## src/rtl/cordic_nco_phase_if.sv

```systemverilog
// Control and angle-output bundle between the NCO phase generator and its consumer.
// The master drives frequency/offset/sync controls; the slave returns angle, ce and freq_ack.
interface cordic_nco_phase_if #(
    parameter int unsigned FW = 20
);
    logic [FW-1:0] freq_word;
    logic          freq_load;
    logic [11:0]   phase_offset;
    logic          sync_clear;
    logic [11:0]   angle;
    logic          ce;
    logic          freq_ack;

    modport master (
        output freq_word,
        output freq_load,
        output phase_offset,
        output sync_clear,
        input  angle,
        input  ce,
        input  freq_ack
    );

    modport slave (
        input  freq_word,
        input  freq_load,
        input  phase_offset,
        input  sync_clear,
        output angle,
        output ce,
        output freq_ack
    );
endinterface

```

## src/rtl/cordic_nco_phase.sv

```systemverilog
// Fractional phase accumulator wrapping modulo PHASE_MOD angle codes, producing a registered
// angle plus ce strobe for cordic_360; frequency changes take effect at an accumulator wrap.
module cordic_nco_phase #(
    parameter int unsigned PHASE_MOD = 3212,
    parameter int unsigned FRAC      = 8,
    parameter int unsigned FW        = 20,
    parameter int unsigned STEP_DIV  = 1
) (
    input  logic                 clock_i,
    input  logic                 reset_i,
    cordic_nco_phase_if.slave    bus
);
    localparam int unsigned AccW = 12 + FRAC;
    localparam int unsigned SumW = ((AccW > FW) ? AccW : FW) + 1;
    localparam int unsigned CntW = (STEP_DIV > 1) ? $clog2(STEP_DIV) : 1;

    localparam logic [SumW-1:0] FullS   = SumW'(PHASE_MOD) << FRAC;
    localparam logic [FW-1:0]   FreqMax = FW'(FullS - SumW'(1));
    localparam logic [12:0]     ModA    = 13'(PHASE_MOD);
    localparam logic [CntW-1:0] CntLast = CntW'(STEP_DIV - 1);

    logic [AccW-1:0] acc_q, acc_d;
    logic [FW-1:0]   f_act_q, f_act_d;
    logic [FW-1:0]   f_pend_q, f_pend_d;
    logic            pend_valid_q, pend_valid_d;
    logic [CntW-1:0] cnt_q, cnt_d;
    logic [11:0]     angle_q, angle_d;
    logic            ce_q, ce_d;
    logic            ack_q, ack_d;

    logic            tick;
    logic            wrap;
    logic            apply_ok;
    logic [FW-1:0]   freq_clamp;
    logic [12:0]     off_ext;
    logic [11:0]     off_red;
    logic [12:0]     ang_sum;
    logic [11:0]     ang_next;
    logic [SumW-1:0] sum;
    logic [AccW-1:0] acc_step;

    // Input conditioning: out-of-range words saturate, offsets fold back once.
    always_comb begin
        freq_clamp = (SumW'(bus.freq_word) >= FullS) ? FreqMax : bus.freq_word;
        off_ext    = {1'b0, bus.phase_offset};
        off_red    = (off_ext >= ModA) ? 12'(off_ext - ModA) : bus.phase_offset;
    end

    always_comb begin
        tick     = (cnt_q == CntLast);
        ang_sum  = {1'b0, acc_q[AccW-1:FRAC]} + {1'b0, off_red};
        ang_next = (ang_sum >= ModA) ? 12'(ang_sum - ModA) : ang_sum[11:0];
        sum      = SumW'(acc_q) + SumW'(f_act_q);
        wrap     = (sum >= FullS);
        acc_step = wrap ? AccW'(sum - FullS) : AccW'(sum);
    end

    always_comb begin
        acc_d        = acc_q;
        cnt_d        = cnt_q;
        angle_d      = angle_q;
        f_act_d      = f_act_q;
        f_pend_d     = f_pend_q;
        pend_valid_d = pend_valid_q;
        ce_d         = 1'b0;
        ack_d        = 1'b0;
        apply_ok     = (f_act_q == '0);

        if (bus.sync_clear) begin
            acc_d    = '0;
            cnt_d    = '0;
            apply_ok = 1'b1;
        end else begin
            cnt_d = tick ? '0 : cnt_q + 1'b1;
            if (tick) begin
                angle_d = ang_next;
                ce_d    = 1'b1;
                acc_d   = acc_step;
                if (wrap) begin
                    apply_ok = 1'b1;
                end
            end
        end

        // A load coinciding with an apply waits in f_pend for the next apply point.
        if (pend_valid_q && apply_ok) begin
            f_act_d      = f_pend_q;
            pend_valid_d = 1'b0;
            ack_d        = 1'b1;
            if (bus.freq_load) begin
                f_pend_d     = freq_clamp;
                pend_valid_d = 1'b1;
            end
        end else if (bus.freq_load) begin
            f_pend_d = freq_clamp;
            if (f_act_q == '0) begin
                f_act_d = freq_clamp;
                ack_d   = 1'b1;
            end else begin
                pend_valid_d = 1'b1;
            end
        end
    end

    always_ff @(posedge clock_i) begin
        if (reset_i) begin
            acc_q        <= '0;
            f_act_q      <= '0;
            f_pend_q     <= '0;
            pend_valid_q <= 1'b0;
            cnt_q        <= '0;
            angle_q      <= '0;
            ce_q         <= 1'b0;
            ack_q        <= 1'b0;
        end else begin
            acc_q        <= acc_d;
            f_act_q      <= f_act_d;
            f_pend_q     <= f_pend_d;
            pend_valid_q <= pend_valid_d;
            cnt_q        <= cnt_d;
            angle_q      <= angle_d;
            ce_q         <= ce_d;
            ack_q        <= ack_d;
        end
    end

    assign bus.angle    = angle_q;
    assign bus.ce       = ce_q;
    assign bus.freq_ack = ack_q;

endmodule

```

## src/flat_wrapper.sv

```systemverilog
// flat-port wrapper written by rule: the top's interface ports become plain ports
module cordic_nco_phase_flat 
#(
    parameter int unsigned PHASE_MOD = 3212,
    parameter int unsigned FRAC      = 8,
    parameter int unsigned FW        = 20,
    parameter int unsigned STEP_DIV  = 1
)
  (clock_i, reset_i, bus_freq_word, bus_freq_load, bus_phase_offset, bus_sync_clear, bus_angle, bus_ce, bus_freq_ack);
  cordic_nco_phase_if #(.FW(FW)) bus_i ();
  input  logic clock_i;
  input  logic reset_i;
  input wire logic [$bits(bus_i.freq_word)-1:0] bus_freq_word;
  input wire logic [$bits(bus_i.freq_load)-1:0] bus_freq_load;
  input wire logic [$bits(bus_i.phase_offset)-1:0] bus_phase_offset;
  input wire logic [$bits(bus_i.sync_clear)-1:0] bus_sync_clear;
  output wire logic [$bits(bus_i.angle)-1:0] bus_angle;
  output wire logic [$bits(bus_i.ce)-1:0] bus_ce;
  output wire logic [$bits(bus_i.freq_ack)-1:0] bus_freq_ack;
  assign bus_i.freq_word = bus_freq_word;
  assign bus_i.freq_load = bus_freq_load;
  assign bus_i.phase_offset = bus_phase_offset;
  assign bus_i.sync_clear = bus_sync_clear;
  assign bus_angle = bus_i.angle;
  assign bus_ce = bus_i.ce;
  assign bus_freq_ack = bus_i.freq_ack;
  cordic_nco_phase #(.PHASE_MOD(PHASE_MOD), .FRAC(FRAC), .FW(FW), .STEP_DIV(STEP_DIV)) u_core (.clock_i(clock_i), .reset_i(reset_i), .bus(bus_i));
endmodule
```

## config.mk

```make
export PLATFORM = sky130hd
export DESIGN_NAME = cordic_nco_phase_flat
export DESIGN_NICKNAME = d
export VERILOG_FILES = /design/src/rtl/cordic_nco_phase_if.sv /design/src/rtl/cordic_nco_phase.sv /design/src/flat_wrapper.sv
export SDC_FILE = /design/constraint.sdc
export NUM_CORES = 1
export LEC_CHECK = 0
export CAP_MARGIN = 20
export CORE_ASPECT_RATIO = 0.8
export CORE_MARGIN = 5
export CORE_UTILIZATION = 50
export CTS_CLUSTER_DIAMETER = 60
export CTS_CLUSTER_SIZE = 24
export DETAILED_ROUTE_END_ITERATION = 10
export PLACE_DENSITY_LB_ADDON = 0.25
export SLEW_MARGIN = 20
export SYNTH_ARGS = -nofsm -noshare
export SYNTH_HDL_FRONTEND = slang
export SYNTH_SLANG_ARGS = --single-unit
```

## constraint.sdc

```tcl
create_clock -name clock_i -period 8.15 [get_ports clock_i]
set_clock_uncertainty 0.2 [all_clocks]
set_input_delay 1.2225 -clock clock_i [delete_from_list [all_inputs] [get_ports clock_i]]
set_output_delay 1.2225 -clock clock_i [all_outputs]
set_load 0.005 [all_outputs]
```

==> report_table.html <==
<table>
<tr><th>Metric</th><th>Value</th></tr>
<tr><th colspan="2">Worst setup path</th></tr>
<tr><td>Critical R2R Launch</td><td>u_core.f_act_q[0]</td></tr>
<tr><td>WS Path Type</td><td>input port to register</td></tr>
<tr><td>Data required time at the worst endpoint</td><td>8.19 ns</td></tr>
<tr><td>Largest fanout on the critical path</td><td>7</td></tr>
<tr><td>Path depth of the worst reg2reg path</td><td>18</td></tr>
<tr><td>Startpoint class of the critical path</td><td>input port</td></tr>
<tr><td>Worst R2R Setup Slack</td><td>3.41 ns</td></tr>
<tr><td>Nature of the critical path endpoint</td><td>register</td></tr>
<tr><td>Worst endpoint data arrival time</td><td>about 6 ns</td></tr>
<tr><td>Endpoint of the worst-slack reg-to-reg timing path</td><td>u_core.acc_q[14]</td></tr>
<tr><th colspan="2">Global routing</th></tr>
<tr><td>Largest net degree at the start of global routing</td><td>59</td></tr>
<tr><td>Number of global-route vias before repair</td><td>5013</td></tr>
<tr><td>GR Overflow Total</td><td>0</td></tr>
<tr><td>Global-route wire length before repair</td><td>25300 um</td></tr>
<tr><td>Number of antenna violations at the first check in global routing</td><td>0</td></tr>
<tr><td>Total global routing track utilization</td><td>23.0%</td></tr>
<tr><th colspan="2">Timing</th></tr>
<tr><td>Worst hold slack across all endpoints</td><td>about 0.26 ns</td></tr>
<tr><td>Final setup violating endpoints</td><td>0</td></tr>
<tr><td>Fin crit share</td><td>73.4%</td></tr>
<tr><td>Shortest period the worst path allows</td><td>5.98 ns</td></tr>
<tr><td>Peak clock frequency supported by timing</td><td>167 MHz</td></tr>
<tr><td>Transition time of the tightest slew-check pin</td><td>about 0.9 ns</td></tr>
<tr><td>Number of failing hold endpoints at the final stage</td><td>0</td></tr>
<tr><td>Total negative slack for setup checks</td><td>0 ns</td></tr>
<tr><td>RSZ-0062 raised after global routing</td><td>no</td></tr>
<tr><td>Max-Slew Margin vs Limit</td><td>40.0%</td></tr>
<tr><td>Total count of max-transition violations in the final report</td><td>0</td></tr>
<tr><th colspan="2">Floorplan</th></tr>
<tr><td>Initial Utilization</td><td>51.3%</td></tr>
<tr><td>Core Area</td><td>around 0.011 mm^2</td></tr>
<tr><td>Die X-Extent</td><td>128 um</td></tr>
<tr><td>Number of top-level design ports</td><td>50</td></tr>
<tr><td>Die height</td><td>105 um</td></tr>
<tr><td>Area of the die</td><td>0.0134 mm^2</td></tr>
<tr><td>Core Rows</td><td>34</td></tr>
<tr><th colspan="2">Drt</th></tr>
<tr><td>Met2 routed WL</td><td>about 6500 um</td></tr>
<tr><td>Routed vias</td><td>about 5500</td></tr>
<tr><td>WL/cell</td><td>approximately 18 um</td></tr>
<tr><td>Number of DRC markers in iteration 0</td><td>about 450</td></tr>
<tr><td>Detailed-route wire length on metal 1</td><td>7810 um</td></tr>
<tr><td>Total iterations of the first detailed-routing run</td><td>5</td></tr>
<tr><td>Met3 WL post-DR</td><td>1050 um</td></tr>
<tr><td>Total Routed Length</td><td>15600 um</td></tr>
<tr><td>Highest routing layer actually used</td><td>met4</td></tr>
<tr><td>Count of nets left with antenna violations after detail routing</td><td>0</td></tr>
<tr><td>Remaining design rule violation count</td><td>0</td></tr>
<tr><td>Drt via density</td><td>about 6.3</td></tr>
<tr><th colspan="2">Placed design</th></tr>
<tr><td>Hpwl dp</td><td>~12000 um</td></tr>
<tr><td>Gpl congestion</td><td>0.938</td></tr>
<tr><td>Placed Instance Area</td><td>slightly above 0.006 mm^2</td></tr>
<tr><td>Count of input and output buffers</td><td>49</td></tr>
<tr><th colspan="2">Pwr</th></tr>
<tr><td>Highest ir drop seen on vdd</td><td>165 uV</td></tr>
<tr><td>Power Density</td><td>206 mW/mm^2</td></tr>
<tr><td>Leak Pwr</td><td>2.60 nW</td></tr>
<tr><th colspan="2">Clocking</th></tr>
<tr><td>Clock root cell</td><td>sky130_fd_sc_hd__clkbuf_16</td></tr>
<tr><td>Post-CTS resize count</td><td>0</td></tr>
<tr><td>CTS tree</td><td>built</td></tr>
<tr><td>Clock H-tree levels</td><td>3</td></tr>
<tr><td>Number of hold buffers added after cts</td><td>0</td></tr>
<tr><td>Clock Latency Late Sink</td><td>approximately 0.33 ns</td></tr>
<tr><td>Clock sink count</td><td>76</td></tr>
<tr><td>Clock transition at the registers of the reported paths</td><td>0.06 ns</td></tr>
<tr><td>Total clock buffers created by CTS</td><td>9</td></tr>
<tr><td>Setup repair bufs after CTS</td><td>0</td></tr>
<tr><td>Max Root-Sink Buffers</td><td>2</td></tr>
<tr><th colspan="2">Synthesis</th></tr>
<tr><td>Number of enable flip-flop cells after synthesis</td><td>0</td></tr>
<tr><td>Cell taking the most area after synthesis</td><td>sky130_fd_sc_hd__dfxtp_1</td></tr>
<tr><td>Sequential fraction of the synthesis area</td><td>a little over a quarter</td></tr>
<tr><td>Ranking of synthesized cells by instance count</td><td>123 x sky130_fd_sc_hd__nor2_1, 76 x sky130_fd_sc_hd__dfxtp_1, 47 x sky130_fd_sc_hd__nand2_1</td></tr>
<tr><td>Share of the synthesized area in the top cell type</td><td>~27%</td></tr>
<tr><td>Dominant cell by count in the synthesized netlist</td><td>sky130_fd_sc_hd__nor2_1</td></tr>
<tr><td>Dominant cells by area after synthesis</td><td>sky130_fd_sc_hd__dfxtp_1 27%, sky130_fd_sc_hd__nor2_1 8.3%, sky130_fd_sc_hd__ha_1 8.1%</td></tr>
<tr><td>Nets in the synthesized netlist</td><td>778</td></tr>
<tr><td>Register bit total from synthesis</td><td>76</td></tr>
<tr><td>Most used DFF post-synth</td><td>sky130_fd_sc_hd__dfxtp_1</td></tr>
<tr><td>Post-synthesis cell area</td><td>0.00559 mm^2</td></tr>
<tr><td>Synth Instances</td><td>704</td></tr>
<tr><td>Number of library cell types mapped by synthesis</td><td>74</td></tr>
<tr><td>Synth Warn #</td><td>0</td></tr>
<tr><td>Per-instance average area after synthesis</td><td>7.94 um^2</td></tr>
<tr><td>Async set-or-reset flop fraction in the synthesized netlist</td><td>0%</td></tr>
<tr><th colspan="2">Worst hold path</th></tr>
<tr><td>Type of the worst min-delay path</td><td>register to register</td></tr>
<tr><td>Number of cells on the worst hold path</td><td>2</td></tr>
<tr><td>Worst Min Path Start</td><td>u_core.bus.angle[0]</td></tr>
<tr><td>Hold-critical path endpoint</td><td>u_core.bus.angle[0]</td></tr>
<tr><th colspan="2">Status</th></tr>
<tr><td>Outcome</td><td>completed</td></tr>
<tr><th colspan="2">Layout</th></tr>
<tr><td>Fill cell total of the finished layout</td><td>1006</td></tr>
<tr><td>Net count reported at finish</td><td>811</td></tr>
<tr><td>Final core utilization</td><td>between 50% and 60%</td></tr>
<tr><td>Area growth, synth to finish</td><td>15.7%</td></tr>
<tr><td>Area of all placed cells without fillers</td><td>0.00647 mm^2</td></tr>
<tr><td>Number of inserted diodes</td><td>0</td></tr>
<tr><td>Layout cell share with drive strength beyond 1</td><td>7.83%</td></tr>
<tr><th colspan="2">Flow run</th></tr>
<tr><td>Number of max-cap violations</td><td>0</td></tr>
</table>
-- cell usage in the layout (no fill, tap or decap), types with 4 or more instances in the layout --
| cell type | netlist | routed |
|---|---|---|
| sky130_fd_sc_hd__a2111oi_0 | 5 | 5 |
| sky130_fd_sc_hd__a211oi_1 | 23 | 23 |
| sky130_fd_sc_hd__a211oi_2 | 20 | 20 |
| sky130_fd_sc_hd__a21boi_0 | 4 | 4 |
| sky130_fd_sc_hd__a21o_1 | 18 | 18 |
| sky130_fd_sc_hd__a21oi_1 | 46 | 46 |
| sky130_fd_sc_hd__a31oi_1 | 7 | 7 |
| sky130_fd_sc_hd__and2_1 | 9 | 9 |
| sky130_fd_sc_hd__and3_1 | 7 | 7 |
| sky130_fd_sc_hd__and4_1 | 4 | 4 |
| sky130_fd_sc_hd__buf_4 | 2 | 4 |
| sky130_fd_sc_hd__clkbuf_16 | 0 | 9 |
| sky130_fd_sc_hd__clkdlybuf4s50_1 | 0 | 48 |
| sky130_fd_sc_hd__dfxtp_1 | 76 | 76 |
| sky130_fd_sc_hd__ha_1 | 36 | 36 |
| sky130_fd_sc_hd__inv_1 | 16 | 16 |
| sky130_fd_sc_hd__mux2i_1 | 12 | 12 |
| sky130_fd_sc_hd__nand2_1 | 47 | 47 |
| sky130_fd_sc_hd__nand2b_1 | 13 | 13 |
| sky130_fd_sc_hd__nand3_1 | 17 | 17 |
| sky130_fd_sc_hd__nor2_1 | 123 | 123 |
| sky130_fd_sc_hd__nor2b_1 | 8 | 8 |
| sky130_fd_sc_hd__nor3_1 | 8 | 8 |
| sky130_fd_sc_hd__nor4_1 | 12 | 12 |
| sky130_fd_sc_hd__o211ai_1 | 5 | 5 |
| sky130_fd_sc_hd__o21a_1 | 11 | 11 |
| sky130_fd_sc_hd__o21ai_0 | 38 | 38 |
| sky130_fd_sc_hd__o311a_1 | 4 | 4 |
| sky130_fd_sc_hd__o311ai_0 | 5 | 4 |
| sky130_fd_sc_hd__o31ai_1 | 7 | 7 |
| sky130_fd_sc_hd__or2_2 | 6 | 6 |
| sky130_fd_sc_hd__or3_1 | 8 | 8 |
| sky130_fd_sc_hd__xnor2_1 | 10 | 10 |
| sky130_fd_sc_hd__xor2_1 | 11 | 11 |
-- worst max-delay path by stage --
stage	from	end	slack (ns)	cells past startpoint
after global placement	bus_phase_offset[2]	u_core.bus.angle[5]	2.16	16
final	bus_phase_offset[4]	u_core.bus.angle[5]	2.17	17
after global routing	bus_phase_offset[4]	u_core.bus.angle[5]	1.84	17
after CTS	bus_phase_offset[4]	u_core.bus.angle[5]	2.24	17
after floorplan	bus_phase_offset[6]	u_core.bus.angle[5]	2.86	16
after detailed placement	bus_phase_offset[4]	u_core.bus.angle[5]	1.92	17
-- per-layer routing --
metal / track usage [%] / up-vias
met2: 31.9 / 216
li1: - / 2684
met4: 6.36 / 0
met5: 0 / -
met1: 35.6 / 2626
met3: 4.84 / 22
-- layout make-up --
cell class / count / area, um^2 / area share, %
Multi-Input combinational cell: 580 / 3850 / 59.5
Sequential cell: 76 / 1520 / 23.5
Timing Repair Buffer: 53 / 515 / 7.97
Clock buffer: 9 / 225 / 3.48
Tap cell: 144 / 180 / 2.79
Clock inverter: 6 / 114 / 1.76
Inverter: 17 / 63.8 / 0.986
-- registers in the layout (all words and copies together), names as in the netlist --
register	flops
u_core.bus.ce	1
u_core.f_act_q	20
u_core.pend_valid_q	1
u_core.cnt_q	1
u_core.bus.freq_ack	1
u_core.acc_q	20
u_core.bus.angle	12
u_core.f_pend_q	20
-- report_power, final --
| group | internal (mW) | leakage [nW] | switching (mW) |
|---|---|---|---|
| clock network | 0.298 | 0.158 | 0.153 |
| registers | 0.411 | 0.624 | 0.0428 |
| logic | 0.174 | 1.82 | 0.255 |
| total | 0.882 | 2.60 | 0.451 |
-- cell families (layout without fill, tap and decap cells) --
logic type | after synthesis | in the layout | synth area share, %
and+or+nand+nor | 276 | 276 | 23.5
AOI/OAI and AO/OA | 231 | 231 | 30.9
DFF | 76 | 76 | 27.2
buffers and inverters | 48 | 85 | 3.94
adders and majority gates | 38 | 38 | 8.77
xor gates and xnor gates | 21 | 21 | 3.29
muxes | 13 | 13 | 2.35
other | 1 | 1 | 0.0671
-- worst max-delay path: stages --
cell and delay, ns:
sky130_fd_sc_hd__clkdlybuf4s50_1 0.48, sky130_fd_sc_hd__or3_1 0.39, sky130_fd_sc_hd__o21ai_0 0.27, sky130_fd_sc_hd__a21boi_0 0.22, sky130_fd_sc_hd__nand2_1 0.24, sky130_fd_sc_hd__mux2_2 0.38, sky130_fd_sc_hd__ha_1 0.31, sky130_fd_sc_hd__and3b_1 0.19
sky130_fd_sc_hd__o21a_1 0.24, sky130_fd_sc_hd__o31a_1 0.28, sky130_fd_sc_hd__o2111ai_1 0.25, sky130_fd_sc_hd__a21oi_1 0.12, sky130_fd_sc_hd__a31oi_1 0.33, sky130_fd_sc_hd__o311a_1 0.29, sky130_fd_sc_hd__nor2_1 0.13, sky130_fd_sc_hd__or3_1 0.39
sky130_fd_sc_hd__a311oi_1 0.27
-- through the flow --
| stage | setup WS (ns) | total power, mW | instances |
|---|---|---|---|
| after floorplan | 2.86 | 0.760 | 704 |
| after global placement | 2.16 | 0.868 | 870 |
| after detailed placement | 1.92 | 0.878 | 870 |
| after CTS | 2.24 | 1.33 | 885 |
| after global routing | 1.84 | 1.41 | 885 |
| final | 2.17 | 1.33 | 885 |
No activity file was read; power rests on OpenSTA's default activity.
